**config.mk**
```make
export PLATFORM = sky130hd
export DESIGN_NAME = gpa_fhdo_sequencer
export DESIGN_NICKNAME = d
export VERILOG_FILES = /design/src/rtl/gpa_fhdo_pkg.sv /design/src/rtl/gpa_fhdo_rr_pick.sv /design/src/rtl/gpa_fhdo_sequencer.sv
export SDC_FILE = /design/constraint.sdc
export NUM_CORES = 1
export LEC_CHECK = 0
export BUFFER_PORTS_ARGS = -buffer_cell sky130_fd_sc_hd__buf_2
export CAP_MARGIN = 20
export CORE_MARGIN = 10
export CORE_UTILIZATION = 45
export DETAILED_ROUTE_END_ITERATION = 8
export GPL_TIMING_DRIVEN = 0
export PLACE_DENSITY_LB_ADDON = 0.05
export REMOVE_ABC_BUFFERS = 1
export SLEW_MARGIN = 20
export SYNTH_ARGS = -nofsm -noshare
export SYNTH_HDL_FRONTEND = slang
export SYNTH_SLANG_ARGS = --single-unit
```
**constraint.sdc**
```tcl
create_clock -name clk -period 9.4 [get_ports clk]
set_input_delay 1.41 -clock clk [delete_from_list [all_inputs] [get_ports clk]]
set_output_delay 1.41 -clock clk [all_outputs]
set_load 0.005 [all_outputs]
```
**src/rtl/gpa_fhdo_pkg.sv**
```systemverilog
// Shared types, field positions and DAC word builder for the GPA-FHDO sequencer.
// The ADC readback option is enabled by defining GPA_FHDO_ADC_READBACK_EN.
package gpa_fhdo_pkg;

    typedef enum logic [2:0] {
        ST_IDLE      = 3'd0,
        ST_ISSUE     = 3'd1,
        ST_WAIT_BUSY = 3'd2,
        ST_WAIT_DONE = 3'd3,
        ST_ADC_ISSUE = 3'd4
    } state_e;

    localparam logic [3:0] DAC_ADDR_BASE = 4'b1000;
    localparam int         BCAST_BIT     = 24;
    localparam int         ADC_SEL_BIT   = 30;

    // {4'h0, DAC-n register address, value}; broadcast and ADC select stay clear
    function automatic logic [31:0] dac_word(input logic [1:0] ch, input logic [15:0] val);
        logic [31:0] w;
        w = {8'h00, 4'h0, DAC_ADDR_BASE | {2'b00, ch}, val};
        w[BCAST_BIT]   = 1'b0;
        w[ADC_SEL_BIT] = 1'b0;
        return w;
    endfunction

endpackage

```
**src/rtl/gpa_fhdo_rr_pick.sv**
```systemverilog
// Combinational 4-way round-robin pick: lowest pending channel at or after rr_i, wrapping 3->0.
module gpa_fhdo_rr_pick
    import gpa_fhdo_pkg::*;
(
    input  logic [3:0] pending_i,
    input  logic [1:0] rr_i,
    output logic [1:0] ch_o,
    output logic       valid_o
);

    // rot[k] is the pending bit of the channel k steps after the pointer
    logic [3:0] rot;

    genvar gi;
    generate
        for (gi = 0; gi < 4; gi++) begin : g_rot
            assign rot[gi] = pending_i[rr_i + 2'(gi)];
        end
    endgenerate

    always_comb begin
        ch_o    = rr_i;
        valid_o = |pending_i;
        for (int k = 3; k >= 0; k--) begin
            if (rot[k]) begin
                ch_o = rr_i + 2'(k);
            end
        end
    end

endmodule

```
**src/rtl/gpa_fhdo_sequencer.sv**
```systemverilog
// Latches 4-channel gradient updates and drains them one DAC word at a time to the SPI serialiser.
// Define GPA_FHDO_ADC_READBACK_EN to add an ADC readback word after each drained batch.
module gpa_fhdo_sequencer
    import gpa_fhdo_pkg::*;
#(
    parameter int          BUSY_TIMEOUT = 16,
    parameter logic [23:0] ADC_CMD      = 24'h0
) (
    input  logic        clk,
    input  logic        rst,
    input  logic        upd_i,
    input  logic [3:0]  upd_mask_i,
    input  logic [63:0] upd_data_i,
    output logic [31:0] iface_data_o,
    output logic        iface_valid_o,
    input  logic        iface_busy_i,
    output logic [3:0]  pending_o,
    output logic        busy_o,
    output logic [7:0]  overrun_o,
    output logic        timeout_o
`ifdef GPA_FHDO_ADC_READBACK_EN
    ,
    output logic        adc_done_o
`endif
);

    localparam int CNT_W = $clog2(BUSY_TIMEOUT + 1);

    state_e           state_q, state_d;
    logic [3:0]       pending_q, pending_d;
    logic [15:0]      value_q [4];
    logic [1:0]       rr_q, rr_d;
    logic [1:0]       sel_q, sel_d;
    logic [31:0]      data_q, data_d;
    logic [CNT_W-1:0] cnt_q, cnt_d;
    logic [7:0]       overrun_q, overrun_d;
    logic             timeout_q, timeout_d;

    logic [1:0]       pick_ch;
    logic             pick_valid;
    logic [3:0]       issue_mask;
    logic [3:0]       ovr_lanes;
    logic [2:0]       ovr_inc;
    logic [8:0]       ovr_sum;
    logic [31:0]      word_out;
    logic             valid_out;

`ifdef GPA_FHDO_ADC_READBACK_EN
    logic             dac_sent_q, dac_sent_d;
    logic             adc_xfer_q, adc_xfer_d;
    logic             adc_done_q, adc_done_d;
    logic [31:0]      adc_word;

    always_comb begin
        adc_word              = {8'h00, ADC_CMD};
        adc_word[ADC_SEL_BIT] = 1'b1;
    end
`endif

    gpa_fhdo_rr_pick u_pick (
        .pending_i (pending_q),
        .rr_i      (rr_q),
        .ch_o      (pick_ch),
        .valid_o   (pick_valid)
    );

    always_comb begin
        state_d    = state_q;
        rr_d       = rr_q;
        sel_d      = sel_q;
        cnt_d      = cnt_q;
        timeout_d  = timeout_q;
        valid_out  = 1'b0;
        word_out   = data_q;
        issue_mask = 4'b0000;
`ifdef GPA_FHDO_ADC_READBACK_EN
        dac_sent_d = dac_sent_q;
        adc_xfer_d = adc_xfer_q;
        adc_done_d = 1'b0;
`endif
        case (state_q)
            ST_IDLE: begin
                if (pick_valid) begin
                    sel_d   = pick_ch;
                    state_d = ST_ISSUE;
                end
            end
            ST_ISSUE: begin
                // Word is taken from the stored value before any same-cycle update lands
                valid_out         = 1'b1;
                word_out          = dac_word(sel_q, value_q[sel_q]);
                issue_mask[sel_q] = 1'b1;
                rr_d              = sel_q + 2'd1;
                cnt_d             = '0;
                state_d           = ST_WAIT_BUSY;
`ifdef GPA_FHDO_ADC_READBACK_EN
                dac_sent_d        = 1'b1;
`endif
            end
            ST_WAIT_BUSY: begin
                if (iface_busy_i) begin
                    state_d = ST_WAIT_DONE;
                end else if (cnt_q == CNT_W'(BUSY_TIMEOUT - 1)) begin
                    timeout_d  = 1'b1;
                    state_d    = ST_IDLE;
`ifdef GPA_FHDO_ADC_READBACK_EN
                    adc_xfer_d = 1'b0;
`endif
                end else begin
                    cnt_d = cnt_q + 1'b1;
                end
            end
            ST_WAIT_DONE: begin
                if (!iface_busy_i) begin
                    state_d = ST_IDLE;
`ifdef GPA_FHDO_ADC_READBACK_EN
                    if (adc_xfer_q) begin
                        adc_xfer_d = 1'b0;
                        adc_done_d = 1'b1;
                    end else if (pending_q == 4'b0000 && dac_sent_q) begin
                        state_d = ST_ADC_ISSUE;
                    end
`endif
                end
            end
`ifdef GPA_FHDO_ADC_READBACK_EN
            ST_ADC_ISSUE: begin
                valid_out  = 1'b1;
                word_out   = adc_word;
                dac_sent_d = 1'b0;
                adc_xfer_d = 1'b1;
                cnt_d      = '0;
                state_d    = ST_WAIT_BUSY;
            end
`endif
            default: begin
                state_d = ST_IDLE;
            end
        endcase
    end

    // A lane re-written while it is being issued simply re-pends; it is not an overrun
    always_comb begin
        pending_d = pending_q & ~issue_mask;
        ovr_lanes = 4'b0000;
        if (upd_i) begin
            pending_d = pending_d | upd_mask_i;
            ovr_lanes = upd_mask_i & pending_q & ~issue_mask;
        end
        ovr_inc   = {2'b00, ovr_lanes[0]} + {2'b00, ovr_lanes[1]}
                  + {2'b00, ovr_lanes[2]} + {2'b00, ovr_lanes[3]};
        ovr_sum   = {1'b0, overrun_q} + {6'b000000, ovr_inc};
        overrun_d = ovr_sum[8] ? 8'hFF : ovr_sum[7:0];
        data_d    = word_out;
    end

    always_ff @(posedge clk or posedge rst) begin
        if (rst) begin
            state_q   <= ST_IDLE;
            pending_q <= 4'b0000;
            rr_q      <= 2'd0;
            sel_q     <= 2'd0;
            data_q    <= 32'd0;
            cnt_q     <= '0;
            overrun_q <= 8'd0;
            timeout_q <= 1'b0;
        end else begin
            state_q   <= state_d;
            pending_q <= pending_d;
            rr_q      <= rr_d;
            sel_q     <= sel_d;
            data_q    <= data_d;
            cnt_q     <= cnt_d;
            overrun_q <= overrun_d;
            timeout_q <= timeout_d;
        end
    end

    always_ff @(posedge clk or posedge rst) begin
        if (rst) begin
            for (int n = 0; n < 4; n++) begin
                value_q[n] <= 16'd0;
            end
        end else if (upd_i) begin
            for (int n = 0; n < 4; n++) begin
                if (upd_mask_i[n]) begin
                    value_q[n] <= upd_data_i[16*n +: 16];
                end
            end
        end
    end

`ifdef GPA_FHDO_ADC_READBACK_EN
    always_ff @(posedge clk or posedge rst) begin
        if (rst) begin
            dac_sent_q <= 1'b0;
            adc_xfer_q <= 1'b0;
            adc_done_q <= 1'b0;
        end else begin
            dac_sent_q <= dac_sent_d;
            adc_xfer_q <= adc_xfer_d;
            adc_done_q <= adc_done_d;
        end
    end

    assign adc_done_o = adc_done_q;
`endif

    assign iface_data_o  = word_out;
    assign iface_valid_o = valid_out;
    assign pending_o     = pending_q;
    assign busy_o        = (state_q != ST_IDLE) || (pending_q != 4'b0000);
    assign overrun_o     = overrun_q;
    assign timeout_o     = timeout_q;

endmodule

```
After elaboration in Yosys (flattened, before gate mapping)
Index checks and enable logic that the tools add are counted.
{ "totals": {"reg_bits": 121, "inputBits": 72, "output_inout_bits": 47, "word_cells": 90} }
{ "classes": {"n_addsub": 9, "n_lt_le_gt_ge": 7, "eq_ne": 9, "n_mux": 31, "bitwise": 7, "reduce_logical": 15} }
{ "op_table": {"columns": ["operator", "n"], "rows": [
  ["binary-select mux 16 bit (select 2 bit)", 1],
  ["2-to-1 mux 16 bit", 2],
  ["2-to-1 mux 32 bit", 1],
  ["less-than comparator 2 x 3 -> 1 bit, second input constant", 5],
  ["AND 4 bit", 3],
  ["2-to-1 mux 3 bit", 4],
  ["2-to-1 mux 4 bit", 3],
  ["one-hot mux 3 bit (4 select lines)", 1],
  ["2-to-1 mux 5 bit", 2],
  ["one-hot mux 5 bit (2 select lines)", 1],
  ["AND reduction 2 bit", 5],
  ["adder 8 x 3 -> 9 bit", 1],
  ["AND reduction 3 bit", 3],
  ["binary-select mux 1 bit (select 2 bit)", 4],
  ["2-to-1 mux 2 bit", 4],
  ["2-to-1 mux 8 bit", 1],
  ["!= test 2 bit, second input constant", 4],
  ["equality test 3 x 2 -> 1 bit, second input constant", 2],
  ["2-to-1 mux 1 bit", 6],
  ["adder 5 x 1 -> 5 bit, second input constant", 1],
  ["equality test 5 x 4 -> 1 bit, second input constant", 1],
  ["adder 2 x 1 -> 2 bit, second input constant", 2],
  ["adder 2 bit, second input constant", 2],
  ["inverter 4 bit", 1],
  ["other kinds (18)", 18]
]} }

Depth between registers and ports, before layout
Gate-level depths: netlist of the first run.
{ "logic_depth": {"depth_word": 13, "mapped_depth": 14, "depth_no_buf": 12} }

Hierarchy
From an unflattened synthesis of the first run, not the netlist that was laid out.
{ "unflattened": {"cells_unflattened": 409, "area_unflattened_um2": 5307.6} }
{ "by_module_without_submodules": {"columns": ["mod", "n_inst", "cells_each", "area_per_inst_um2", "seq_area_each_um2"], "rows": [
  ["gpa_fhdo_sequencer", 1, 393, 5207.5, 3002.9],
  ["gpa_fhdo_rr_pick", 1, 16, 100.1, 0.0]
]} }

Worst setup path before layout of the first run
OpenSTA, ideal clock, no wires.
{ "synth_timing": {"path_type": "input -> register", "from": "input port upd_i", "to": "register overrun_q[7], in the netlist overrun_o[7]", "setup_ps": 125, "arrival_ps": 3489, "required_ps": 9275, "path_slack_ps": 5786, "cell_stages": 9, "n_path_buf": 1, "cell_sequence": "buf_2 nand4_1 fa_1 inv_1 fa_1 fa_1 nand2_1 nand2_1 mux2_2"} }
{ "synth_between": {"elab_chain_len": 6} }
{ "synth_lines": {"columns": ["item", "line", "rtl"], "rows": [
  ["start: declaration", "gpa_fhdo_sequencer.sv:11", "input logic upd_i,"],
  ["2-to-1 mux 4 bit (*)", "gpa_fhdo_sequencer.sv:146", "if (upd_i) begin"],
  ["adder 1 x 1 -> 2 bit", "gpa_fhdo_sequencer.sv:150", "ovr_inc = {2'b00, ovr_lanes[0]} + {2'b00, ovr_lanes[1]}"],
  ["adder 2 x 1 -> 3 bit", "gpa_fhdo_sequencer.sv:151", "+ {2'b00, ovr_lanes[2]} + {2'b00, ovr_lanes[3]};"],
  ["adder 3 x 1 -> 3 bit (*)", "gpa_fhdo_sequencer.sv:151", null],
  ["adder 8 x 3 -> 9 bit (*)", "gpa_fhdo_sequencer.sv:152", "ovr_sum = {1'b0, overrun_q} + {6'b000000, ovr_inc};"],
  ["2-to-1 mux 8 bit (*)", "gpa_fhdo_sequencer.sv:153", "overrun_d = ovr_sum[8] ? 8'hFF : ovr_sum[7:0];"],
  ["via overrun_d[7]", "gpa_fhdo_sequencer.sv:36", "logic [7:0] overrun_q, overrun_d;"],
  ["end signal: assignment", "gpa_fhdo_sequencer.sv:174", "overrun_q <= overrun_d;"],
  ["end: declaration", "gpa_fhdo_sequencer.sv:36", null]
]} }
The timed path passes the listed nets; every way through them passes the cells marked *.
A chain may end at the register's enable or synchronous reset.

Final worst setup path of the first run
{ "layout_timing": {"from": "register state_q[1]", "to": "output port iface_data_o[9]"} }
{ "layout_between": {"elab_chain_len": 2} }
{ "layout_lines": {"columns": ["item", "line", "rtl"], "rows": [
  ["start: declaration", "gpa_fhdo_sequencer.sv:29", "state_e state_q, state_d;"],
  ["start signal: assignment", "gpa_fhdo_sequencer.sv:168", "state_q <= state_d;"],
  ["equality test 3 x 1 -> 1 bit", "gpa_fhdo_sequencer.sv:81", "case (state_q)"],
  ["2-to-1 mux 32 bit", "gpa_fhdo_sequencer.sv:81", null],
  ["end: declaration", "gpa_fhdo_sequencer.sv:14", "output logic [31:0] iface_data_o,"]
]} }
Every way passes these cells.

==> metrics.cfg, run 1 <==
[status]
status=finished, final reports clean

[timing]
setup_viol=0
max_freq_mhz=255.3
clock_skew_ns=0.005925
period_share_pct=41.66
fin_crit_ns=3.916
maxSlewHeadroom_pct=28.57
setup_slack_ns=5.484
rsz0062_at_grt=no
tightest_slew_ns=1.072
hold_violations=0
drv_slew=0
setup_tns_ns=0

[die]
ioPinCount=119
die_y_um=127.3
initial_utilization_pct=45.60
rows=39
core_area_mm2=0.01137
design.die.area_mm2=0.01622
die_x_um=127.3

[clocking]
cts_root_buf=clkbuf_16
h-tree-depth=4
cts_buffer_depth=2
cts-resized-gates=0
numCtsBuffers=17
clk_latency_ns=0.40
hold_buffers=0
path_clk_slew_ns=0.05
numClockSinks=120
tritoncts=done
postCtsSetupBuffers=0

[synthesis]
synth_top_cells_by_area=dfrtp_1, mux2_2, nand2_1
ys_seq_area_share_pct=57.92
yosys.area_share.simple_pct=11.58
yosysWarnings=0
yosysUniqueCellTypes=37
synthAdderAreaFrac_pct=2.847
synth_top_family_by_area=multiplexers
ys_ff_latch=120
synth.cell_area_mm2=0.005185
synth_top_area_share_pct=57.92
synth-compound-area-share_pct=2.751
syn_area_per_cell_um2=13.03
synth-xor-area-share_pct=0.3378
synth.area.mux_share_pct=21.72
syn_inst=398
yosysTopAreaCell=dfrtp_1

[global_route]
grt_overflow=0
grt_pass1_wl_um=19890
grt_max_degree=74
grt_usage_pct=15.72
grt_pass1_vias=3676
grt_antenna_before_repair=0

[placed_design]
gp_congestion=0.7228
dp_worst_setup_slack_ns=5.470
portBuffers=118
dp_hpwl_um=8295

[drt]
dr.pass1.iters=4
drc_errors=0
vias=3459
viasPerCell=5.132
antenna_left=0
drtIter0Drc=137
wirelength_um=12310
wl_per_cell_um=18.26

[cells_and_area]
final_layout_size_suffix_gt1_share_pct=42.37
areaGrowthSynthToFinish_pct=24.28
nets=602
nFillCells=974
antenna_cells=0

[worst_setup_path]
critPathMaxFanout=23
worst_ep_required_time_ns=7.99
critPathKind=flip-flop to output port
arrival_ns=2.51
setup.worst_path.start_class=flip-flop
worst_setup_path_end_kind=output port

[pwr]
ir_worst_vdd_uv=183.1
leakage_nw=3.166
p_per_area_mw_per_mm2=284.6

[run]
drv_cap=0

[hold_path]
hp-class=flip-flop to flip-flop

-- synthesized netlist by cell type --
cell      count
mux2_2       65
buf_2        11
nor4b_2       1
or3_1         1
buf_6         1
o21ai_1       1
inv_1        12
nand4_1       3
fa_1          3
nor3_1        1
nor2_1       12
nor2b_1       1
a31oi_1       1
o21a_1        1
a21oi_1       4
ha_1          7
a21o_1        1
buf_12        1
o31ai_1       2
xnor2_1       2
nand3_1       7
dfrtp_1     120
and3_1        2
nor4_1        1
mux4_1        9
nor3b_1       1
clkbuf_2      1
and2_1       13
a221oi_1      2
o22ai_1       1
nand2b_1      7
mux4_2        7
nand2_2       4
a22oi_1       1
clkbuf_1      3
nand2_1      78
o21ai_0      10
-- metrics by stage --
step                      instances  hold WS (ns)  total power [W]  instance area, µm²  util (%)
after CTS                       674        0.4630         0.001865                6444     56.67
final                           674        0.4553         0.001834                6444     56.67
after detailed placement        644        0.4520         0.001282                5916     52.03
after global routing            674        0.4734         0.001961                6444     56.67
after floorplan                 381        0.4375         0.001047                5082         -
after global placement          642        0.4421         0.001250                5852     51.47
-- metal layers --
layer	global-route usage (%)	share of wire, %	wire, µm	vias up
met4	5.492	1.1	139	0
met3	6.658	6.5	794	14
met5	0	0	0	-
met1	19.60	44	5389	1724
li1	-	-	-	1626
met2	24.00	49	5980	95
-- cell usage in the layout (no fill, tap or decap), drive strengths merged, types with 3 or more instances in the layout --
cell    instances
o21ai          11
mux4           16
clkinv          3
nor2           12
nand4           3
clkbuf         27
ha              7
inv            12
fa              3
nand2b          7
nand3           7
dfrtp         120
a21oi           4
buf           120
nand2          82
mux2           65
and2           13
-- worst max-delay path, cell delays in order, from the launching register on --
cell	delay [ns]
dfrtp_1	0.41
nand2b_2	0.39
buf_16	0.27
inv_1	0.65
nand2_1	0.11
nand2_1	0.14
buf_2	0.13
-- power by group --
group	internal [W]	switching, W
clock	0.000367	0.000208
sequential	0.000636	0.000114
combinational	0.000257	0.000251
-- cells by family after synthesis --
| family | after synthesis |
|---|---|
| AO/OA/AOI/OAI | 24 |
| XOR/XNOR | 2 |
| adder cells (fa/ha/maj) | 10 |
| buffers and inverters | 29 |
| flip-flops | 120 |
| multiplexers | 81 |
| AND/OR/NAND/NOR | 132 |
-- worst paths after layout --
check	end	cells past startpoint	slack [ns]	from
max	iface_data_o[9]	6	5.48	state_q[1]
min reg2reg	data_q[19]	1	0.46	data_q[19]
min	data_q[19]	1	0.46	data_q[19]
max reg2reg	overrun_o[7]	12	5.51	state_q[1]
max in group asynchronous	value_q[40]	3	7.65	rst
min in group asynchronous	value_q[48]	2	1.04	rst
-- final cells by class --
cell class | count | area (µm²) | area share (%)
flip-flops and latches | 120 | 3004 | 46.62
multi-input cells | 249 | 2037 | 31.61
repair buffers | 120 | 645.6 | 10.02
clock buffers | 27 | 513.0 | 7.961
well taps | 143 | 178.9 | 2.777
inverters | 12 | 50.05 | 0.7767
clock inverters | 3 | 15.01 | 0.2330
-- state kept, by name (all words and copies together) (netlist names) --
name / count
value_q: 64
data_q: 32
overrun_o: 8
cnt_q: 5
pending_o: 4
rr_q: 2
sel_q: 2
state_q: 2
timeout_o: 1
Note: power is estimated with default switching activity, not from simulation.
==> inputs of run 2 (changes only) <==
Settings changed: ABC_AREA from default to 1.
Clock period 9.4 ns to 3.9 ns, I/O delays scaled along.
==> run 2 against run 1 <==
  * Power increased to 2.7 times the previous value
  * Final area increased by 6.4%
  * Hold slack got worse by 0.21 ns
  * Via count increased by 18%
  * Cell count increased by 23%
  * Synthesized cell count increased by 37%
  * Critical path depth increased by 8
  * Utilization increased by 0.64 points
  * Sequential power increased by 130%
  * Sequential share of layout area decreased by 2.7 points
  * Critical endpoint is now overrun_o[5]
==> metrics.cfg, run 2 <==
[worst_setup_path]
worst_path_largest_cell_delay_ns=0.70
critPathBufInv=3
cpMaxStageDelayCell=dfrtp_4
worst_ep_required_time_ns=4.18
worstPathCellList=inv_1, ha_1, nand2_1, nand4_1, fa_1, inv_1, fa_1, fa_1, nand2_1, nor2_1, inv_1, nor2_1, nand2_1, nand3_1
cp_top_family=adder cells
arrival_ns=3.85
critPathKind=flip-flop to flip-flop
critPathMaxFanout=34
setup.worst_path.start_class=flip-flop
worst_setup_path_end_kind=flip-flop

[clocking]
cts_buffer_depth=2
h-tree-depth=4
clk_latency_ns=0.41
path_clk_slew_ns=0.05
numClockSinks=120
numCtsBuffers=17
hold_buffers=0
cts_root_buf=clkbuf_16
tritoncts=done

[timing]
setup_slack_ns=0.3328
setup_viol=0
max_freq_mhz=280.3
fin_crit_ns=3.567
hold_violations=0
maxSlewHeadroom_pct=54.19
tightest_slew_ns=0.6847
clock_skew_ns=0.007146
drv_slew=0
period_share_pct=91.47
rsz0062_at_grt=no

[drt]
drtIter0Drc=187
vias=4085
dr.pass1.iters=4
wl_per_cell_um=16.04
antenna_left=0
viasPerCell=4.940
drc_errors=0
wirelength_um=13270

[cells_and_area]
nFillCells=1080
final_layout_size_suffix_gt1_share_pct=32.11
nets=748
largest-register=value_q
areaGrowthSynthToFinish_pct=25.32
largest_register_ffs=64
postLayoutCoreUtil_pct=57.31
layout_common_cells=dfrtp_1, buf_2, nor2_1
fin_area_mm2=0.006855

[synthesis]
synth_commonest_cells=dfrtp_1, nor2_1, nand2_1, inv_1, mux2_2
yosys.area_share.simple_pct=16.22
synth_top_area_share_pct=54.89
ys_seq_area_share_pct=54.89
synth.most_common_cell=dfrtp_1
synth-xor-area-share_pct=0
yosysTopAreaCell=dfrtp_1
yosysUniqueCellTypes=34
synth_ff_type=dfrtp_1
syn_area_per_cell_um2=10.04
async_reset_ff_share_pct=100.0
synthAdderAreaFrac_pct=2.699
synth.area.mux_share_pct=10.84
synth_top_cells_by_area=dfrtp_1, nor2_1, nand2_1
syn_inst=545
synth.cell_area_mm2=0.005470
ys_ff_latch=120
synth-compound-area-share_pct=8.349
synth_top_family_by_area=simple AND/OR/NAND/NOR gates
synth-edff-count=0
yosysWarnings=0

[global_route]
grt_antenna_before_repair=1
grt_max_degree=63
grt_pass1_vias=4246
grt_overflow=0
grt_usage_pct=16.67
grt_pass1_wl_um=21680

[die]
ioPinCount=119
core_area_mm2=0.01196
initial_utilization_pct=45.73
rows=40
design.die.area_mm2=0.01697
die_x_um=130.3
die_y_um=130.3

[hold_path]
hp-class=primary input to async pin

[pwr]
p_per_area_mw_per_mm2=724.4
leakage_nw=3.384
ir_worst_vdd_uv=387.0

[placed_design]
dpl_cell_area_mm2=0.006200
dp_worst_setup_slack_ns=-0.08361
portBuffers=118
gp_congestion=0.7758
dp_hpwl_um=8894

[status]
status=finished, final reports clean

[run]
drv_cap=0

==> run 2: timing repair <==
action,CTS,global route
cloned,1,0
endpoints found under the hold margin,0,0
setup endpoints to repair,6,6
setup buffers,0,3
resized for setup,1,1
==> run 2: final cells by class <==
cell class | instances | area (µm²) | area share (%)
sequential | 120 | 3008 | 43.88
multi-input combinational | 343 | 2087 | 30.44
timing repair buffer | 125 | 715.7 | 10.44
clock buffer | 25 | 505.5 | 7.374
inverter | 58 | 234.0 | 3.413
tap | 147 | 183.9 | 2.683
clock inverter | 7 | 113.9 | 1.661
timing repair inverter | 1 | 5.005 | 0.07301
antenna | 1 | 2.502 | 0.03650
==> run 2: where the power goes <==
group          total [W]  internal, W  leakage, nW  switching, W
clock            0.00162      0.00109        0.307      0.000532
combinational    0.00159     0.000667         1.66      0.000928
sequential       0.00175      0.00153         1.41      0.000222
total            0.00497      0.00328         3.38       0.00168
==> run 2: kinds of logic (layout without fill, tap and decap cells) <==
group | after synthesis | in the layout
AND/OR/NAND/NOR | 205 | 205
AO/OA/AOI/OAI | 78 | 78
buffers and inverters | 82 | 216
other | 0 | 1
multiplexers | 50 | 50
adder cells (fa/ha/maj) | 10 | 10
flip-flops | 120 | 120
==> run 2: per-stage QoR <==
step	cells	power, W	setup TNS (ns)	hold WS (ns)
after floorplan	521	0.002707	-0.1602	0.4385
after global placement	786	0.003236	-181.71	0.4344
after detailed placement	790	0.003356	-0.3311	0.4342
after CTS	823	0.005016	0	0.2565
after global routing	826	0.005340	0	0.2760
final	827	0.004966	0	0.2415
==> run 2: final timing paths <==
kind	startpoint	to	slack [ns]	cells past startpoint
min in group clk	upd_data_i[3]	value_q[51]	0.39	2
setup reg to reg	sel_q[1]	overrun_o[5]	0.33	14
max in group asynchronous	rst	value_q[1]	2.97	3
hold / removal	rst	data_q[30]	0.24	2
setup / recovery	sel_q[1]	overrun_o[5]	0.33	14
hold reg to reg	data_q[19]	data_q[19]	0.44	1
==> run 2: layer usage <==
| metal | global-route usage (%) | part of all wire, % |
|---|---|---|
| met4 | 7.341 | 1.7 |
| met3 | 5.842 | 6.7 |
| met1 | 19.15 | 43 |
| met2 | 27.53 | 48 |
| met5 | 0 | 0 |
